$ cat src/rtl/result_serializer.sv
// Drains 128-bit result words as 32-bit MSW-first beats, then appends the AEAD tag and ends the frame.
// First beat 3 cycles after FIFO non-empty; out_ready low stalls SEND/TAG with payload held.
module result_serializer #(
  parameter int OUT_W = 32,
  parameter int BEATS = 4
) (
  input  logic             clock,
  input  logic             reset,
  input  logic [2:0]       mode,
  input  logic [127:0]     result,
  input  logic             result_empty,
  output logic             result_rd_en,
  input  logic             done,
  input  logic [127:0]     tagout,
  input  logic             tag_valid,
  output logic [OUT_W-1:0] out_data,
  output logic             out_valid,
  input  logic             out_ready,
  output logic             out_last,
  output logic             out_is_tag,
  output logic             frame_done,
  output logic             tag_ok,
  output logic             seq_err,
  output logic             busy
);
  localparam int CW = $clog2(BEATS);
  localparam logic [CW-1:0] LAST_BEAT = CW'(BEATS - 1);

  typedef enum logic [2:0] {ST_IDLE, ST_POP, ST_CAP, ST_SEND, ST_TAG, ST_END} state_t;

  state_t          state_q, state_d;
  logic [127:0]    sh_q, sh_d;
  logic [127:0]    tag_q, tag_d;
  logic [CW-1:0]   beat_cnt_q, beat_cnt_d;
  logic            hash_q, hash_d;
  logic            in_frame_q, in_frame_d;
  logic            tag_ok_q, tag_ok_d;
  logic            done_seen_q, done_seen_d;
  logic            armed_q, armed_d;
  logic            seq_err_q, seq_err_d;
  logic            rd_en_q, rd_en_d;
  logic            out_valid_q, out_valid_d;
  logic            out_is_tag_q, out_is_tag_d;
  logic            frame_done_q, frame_done_d;
  logic            busy_q, busy_d;
  logic            beat_fire, last_beat, hash_eff;
  logic [1:0]      unused_mode;

  assign unused_mode = mode[1:0];
  assign beat_fire   = out_valid_q & out_ready;
  assign last_beat   = (beat_cnt_q == LAST_BEAT);
  // Before the first pop of a frame the mode has not been latched yet.
  assign hash_eff    = in_frame_q ? hash_q : mode[2];

  always_comb begin
    state_d     = state_q;
    sh_d        = sh_q;
    tag_d       = tag_q;
    beat_cnt_d  = beat_cnt_q;
    hash_d      = hash_q;
    in_frame_d  = in_frame_q;
    tag_ok_d    = tag_ok_q;
    done_seen_d = done_seen_q;
    seq_err_d   = seq_err_q;

    case (state_q)
      ST_IDLE: begin
        if (!result_empty)  state_d = ST_POP;
        else if (armed_q)   state_d = hash_eff ? ST_END : ST_TAG;
      end
      ST_POP: begin
        state_d = ST_CAP;
        if (!in_frame_q) begin
          in_frame_d = 1'b1;
          hash_d     = mode[2];
          if (!done_seen_q) tag_ok_d = 1'b0;
        end
      end
      ST_CAP: begin
        sh_d       = result;
        beat_cnt_d = '0;
        state_d    = ST_SEND;
      end
      ST_SEND, ST_TAG: begin
        if (beat_fire) begin
          sh_d       = {sh_q[127-OUT_W:0], {OUT_W{1'b0}}};
          beat_cnt_d = beat_cnt_q + 1'b1;
          if (last_beat) begin
            if (state_q == ST_TAG)  state_d = ST_END;
            else if (!result_empty) state_d = ST_POP;
            else if (armed_q)       state_d = hash_eff ? ST_END : ST_TAG;
            else                    state_d = ST_IDLE;
          end
        end
      end
      ST_END: begin
        state_d     = ST_IDLE;
        done_seen_d = 1'b0;
        in_frame_d  = 1'b0;
      end
      default: state_d = ST_IDLE;
    endcase

    if (state_d == ST_TAG && state_q != ST_TAG) begin
      sh_d       = tag_q;
      beat_cnt_d = '0;
    end

    // A second done before retirement is flagged and otherwise ignored.
    if (done) begin
      if (done_seen_q) begin
        seq_err_d = 1'b1;
      end else begin
        done_seen_d = 1'b1;
        tag_d       = tagout;
        tag_ok_d    = tag_valid;
      end
    end

    armed_d      = done_seen_q & done_seen_d;
    rd_en_d      = (state_d == ST_POP);
    out_valid_d  = (state_d == ST_SEND) || (state_d == ST_TAG);
    out_is_tag_d = (state_d == ST_TAG);
    frame_done_d = (state_d == ST_END);
    busy_d       = (state_d != ST_IDLE);
  end

  always_ff @(posedge clock) begin
    if (reset) begin
      state_q      <= ST_IDLE;
      sh_q         <= '0;
      tag_q        <= '0;
      beat_cnt_q   <= '0;
      hash_q       <= 1'b0;
      in_frame_q   <= 1'b0;
      tag_ok_q     <= 1'b0;
      done_seen_q  <= 1'b0;
      armed_q      <= 1'b0;
      seq_err_q    <= 1'b0;
      rd_en_q      <= 1'b0;
      out_valid_q  <= 1'b0;
      out_is_tag_q <= 1'b0;
      frame_done_q <= 1'b0;
      busy_q       <= 1'b0;
    end else begin
      state_q      <= state_d;
      sh_q         <= sh_d;
      tag_q        <= tag_d;
      beat_cnt_q   <= beat_cnt_d;
      hash_q       <= hash_d;
      in_frame_q   <= in_frame_d;
      tag_ok_q     <= tag_ok_d;
      done_seen_q  <= done_seen_d;
      armed_q      <= armed_d;
      seq_err_q    <= seq_err_d;
      rd_en_q      <= rd_en_d;
      out_valid_q  <= out_valid_d;
      out_is_tag_q <= out_is_tag_d;
      frame_done_q <= frame_done_d;
      busy_q       <= busy_d;
    end
  end

  assign result_rd_en = rd_en_q;
  assign out_data     = sh_q[127 -: OUT_W];
  assign out_valid    = out_valid_q;
  assign out_is_tag   = out_is_tag_q;
  assign out_last     = ((state_q == ST_SEND) && last_beat && hash_q && result_empty && armed_q) ||
                        ((state_q == ST_TAG) && last_beat);
  assign frame_done   = frame_done_q;
  assign tag_ok       = tag_ok_q;
  assign seq_err      = seq_err_q;
  assign busy         = busy_q;
endmodule

$ cat config.mk
export PLATFORM = sky130hd
export DESIGN_NAME = result_serializer
export DESIGN_NICKNAME = d
export VERILOG_FILES = /design/src/rtl/result_serializer.sv
export SDC_FILE = /design/constraint.sdc
export NUM_CORES = 1
export LEC_CHECK = 0
export ABC_CLOCK_PERIOD_IN_PS = 3290
export CAP_MARGIN = 20
export CORE_MARGIN = 4
export CORE_UTILIZATION = 51
export CTS_CLUSTER_SIZE = 14
export DETAILED_ROUTE_END_ITERATION = 7
export PLACE_DENSITY = 0.82
export SLEW_MARGIN = 20
export SYNTH_ARGS = -nofsm -noshare
export SYNTH_HDL_FRONTEND = slang
export SYNTH_SLANG_ARGS = --single-unit
$ cat constraint.sdc
create_clock -name clock -period 3.29 [get_ports clock]
set_input_delay 0.329 -clock clock [delete_from_list [all_inputs] [get_ports clock]]
set_output_delay 0.329 -clock clock [all_outputs]
set_load 0.02 [all_outputs]
==> metrics.yaml <==
layout:
  fillerInstances: 1902
  fin_nets: 1836
  layout-drive-gt1-share: 0.08354
  post-route-util: 0.6831
  fin_area_um2: 16660
  syn_to_final_growth_pct: 31.04
  fin_cells: 1918
sta:
  setup_viol: 0
  final.setup.tns_ns: 0
  fin_crit_ns: 2.649
  drv_slew: 0
  slew_headroom: 0.3510
  hold_viol: 0
  setup_ws_ns: 0.6411
  worst_pin_slew_ns: 0.9735
  max_freq_ghz: 0.3775
  min_period_over_period: 0.8051
  rsz0062_at_grt: "false"
  fin_worst_skew_ns: 0.008530
worst_setup_path:
  cp.required_ns: 2.96
  worstPathArrival_ns: 2.32
  crit_end: "out_last"
  startpoint_type: "register"
  slowest_delay_ns: 0.61
  crit_fanout: 13
  reg2reg_slack_ns: 0.84
  critical-path-slowest-cell: "clkdlybuf4s50_1"
  crit_start: "state_q[1]$_SDFF_PP0_"
  rr_startpoint: "state_q[0]$_SDFF_PP0_"
  r2r_end: "sh_q[96]$_SDFFE_PP0P_"
  worstSetupPathType: "register to output port"
  ff2ff_path_depth: 5
  crit_chain: "nor2b_1 > nand4_1 > a21boi_1 > clkdlybuf4s50_1"
  critPathCaptureType: "output port"
clocking:
  numCtsBuffers: 29
  cts_hold_buf: 0
  cts-resized-gates: 0
  clockBufferDepth: 3
  postCtsSetupBuffers: 0
  clkLatencyLatePin_ns: 0.54
  cts_root_buffer: "clkbuf_16"
  h-tree-depth: 1
  clock_sinks: 272
  tritoncts: "yes"
  clkTransAtPathRegs_ns: 0.06
run_status:
  status: "complete, no violations"
floorplanning:
  initial_core_util: 0.5213
  rows: 57
  pin_count: 305
  dieHeight_um: 165.9
  dieArea_um2: 27520
  die_x_um: 165.9
  core-area_um2: 24390
grt:
  gr-total-overflow: 0
  grt_pass1_vias: 11602
  gr-usage-all-layers: 0.2887
  grt_max_degree: 132
  grt_pass1_wl_mm: 65.80
  antenna_found_initial: 3
drt:
  drt-initial-drc-count: 1510
  antenna_left: 0
  wl_per_cell_um: 22.09
  drc: 0
  vias: 12133
  viasPerCell: 6.326
  drt_wl_total_mm: 42.36
  dr.pass1.iters: 6
power:
  p_sw_w: 0.002434
  power_frac_seq: 0.420
  p_comb_frac: 0.185
  power_density_nw_per_um2: 530.2
  internal_power_w: 0.006401
  p_clk_frac: 0.395
  vdd_drop_max_mv: 0.3895
  netSwitchingFraction: 0.2755
  power_leakage_nw: 6.237
min_path:
  hp-class: "input pin to register"
  worstHoldStart: "reset"
  hold_depth: 2
yosys:
  synth_fp_nets: 1683
  synth_seq_area_share: 0.4283
  ys_seq_elements: 272
  synth_area_um2: 12710
  async_flop_share: 0
  synthCells: 1417
  ys.flop_type: "dfxtp_1"
  synth_cell_types: 47
  yosysWarnings: 0
  postSynthAreaPerCell_um2: 8.973
  synth_edf_count: 0
placed_design:
  port_buffers: 302
  place_congestion: 0.8743
  place_area_um2: 15620
  detailedPlacementHpwl_mm: 27.56
  dp.cells: 1863
  place_ws_ns: 0.7128
flow_run:
  max_cap_viol_count: 0
==> metrics by stage <==
step,power [W],hold WS (ns)
global route,0.009146,0.1908
finish,0.008834,0.1902
CTS,0.008861,0.1866
floorplan,0.004681,0.4365
detailed placement,0.005396,0.4465
global placement,0.005363,0.4423
==> cell usage after synthesis, types with 3 or more instances <==
| master | instances | area [µm²] |
|---|---|---|
| a21oi_1 | 166 | 830.8 |
| nand4_1 | 99 | 619.3 |
| mux2i_1 | 98 | 980.9 |
| o311ai_2 | 39 | 634.4 |
| buf_6 | 6 | 67.56 |
| clkbuf_1 | 126 | 473.0 |
| inv_1 | 4 | 15.01 |
| nor2b_1 | 4 | 25.02 |
| nor3_1 | 3 | 15.01 |
| o311ai_1 | 57 | 499.2 |
| nand3_1 | 4 | 20.02 |
| nand2_1 | 261 | 979.7 |
| buf_1 | 20 | 75.07 |
| buf_4 | 35 | 262.8 |
| a32oi_1 | 31 | 271.5 |
| nor2_1 | 6 | 22.52 |
| buf_2 | 22 | 110.1 |
| dfxtp_1 | 272 | 5445 |
| o2111ai_1 | 96 | 840.8 |
| o211ai_1 | 32 | 240.2 |
==> layout by cell type (no fill, tap or decap), types with 2 or more instances in the layout <==
cell	Yosys	routed
clkdlybuf4s50_1	0	301
buf_4	35	15
diode_2	0	2
nor3_1	3	2
clkbuf_8	0	14
bufinv_16	0	3
nand3_1	4	4
nand2_1	261	261
clkbuf_1	126	4
o211ai_1	32	32
dfxtp_1	272	272
a21oi_1	166	165
o2111ai_1	96	96
o311ai_2	39	39
a32oi_1	31	31
o311ai_1	57	57
o21ai_1	2	2
inv_1	4	4
a2111o_1	2	2
clkbuf_16	0	29
nor2b_1	4	3
and4b_1	2	2
nand4_1	99	99
mux2i_1	98	98
clkinv_2	0	3
and2_1	2	2
buf_12	0	14
nor2_1	6	6
==> layout make-up <==
cell class,instances,area (µm²),share of cell area
inverters,6,27.53,0.001652
flip-flops and latches,272,5445,0.3268
diodes,2,5.005,0.0003004
clock inverters,6,105.1,0.006308
well taps,324,405.4,0.02433
repair buffers,331,3417,0.2051
clock buffers,47,933.4,0.05602
multi-input cells,930,6322,0.3795
==> worst min-delay path by stage <==
stage                                   end  slack [ns]
floorplan             tag_q[0]$_SDFFE_PP0P_        0.44
global placement     tag_q[29]$_SDFFE_PP0P_        0.44
detailed placement    tag_q[2]$_SDFFE_PP0P_        0.45
CTS                 tag_q[124]$_SDFFE_PP0P_        0.19
global route        tag_q[124]$_SDFFE_PP0P_        0.19
finish              tag_q[126]$_SDFFE_PP0P_        0.19
==> logic make-up (layout without fill, tap and decap cells) <==
| logic type | count (synthesis) | in the layout | synth area share |
|---|---|---|---|
| buffers and inverters | 215 | 390 | 0.07951 |
| AOI/OAI and AO/OA | 436 | 436 | 0.2701 |
| adders and majority gates | 1 | 1 | 0.0009839 |
| and+or+nand+nor | 394 | 394 | 0.1431 |
| muxes | 99 | 99 | 0.07804 |
| DFF | 272 | 272 | 0.4283 |
| other | 0 | 2 | 0 |
==> flip-flops by register name, indices dropped and copies added, names as in the netlist, 2 cells and up, named ones only <==
name and cells:
sh_q 128, beat_cnt_q 2, tag_q 128, state_q 3
==> per-layer routing <==
metal / global-route usage / wire, µm / up-vias
met2: 0.4567 / 19180 / 605
met5: 0 / 18 / -
met3: 0.07641 / 3975 / 100
li1: - / - / 5661
met1: 0.3824 / 17510 / 5765
met4: 0.1044 / 1684 / 2
==> power by group through the flow <==
stage	sequential, W	clock (W)	combinational (W)
final	0.00371	0.00349	0.00164
after global routing	0.00373	0.00367	0.00175
after CTS	0.00371	0.00353	0.00163
after detailed placement	0.00378	0	0.00162
after global placement	0.00377	0	0.00160
after floorplan	0.00371	0	0.000971
==> critical path, delay by kind of cell, from the launching register on <==
family	cells	cell delay [ns]
DFF	1	0.58
AOI/OAI and AO/OA	1	0.17
buffers and inverters	1	0.61
and+or+nand+nor	2	0.42
No activity file was read; power rests on OpenSTA's default activity.
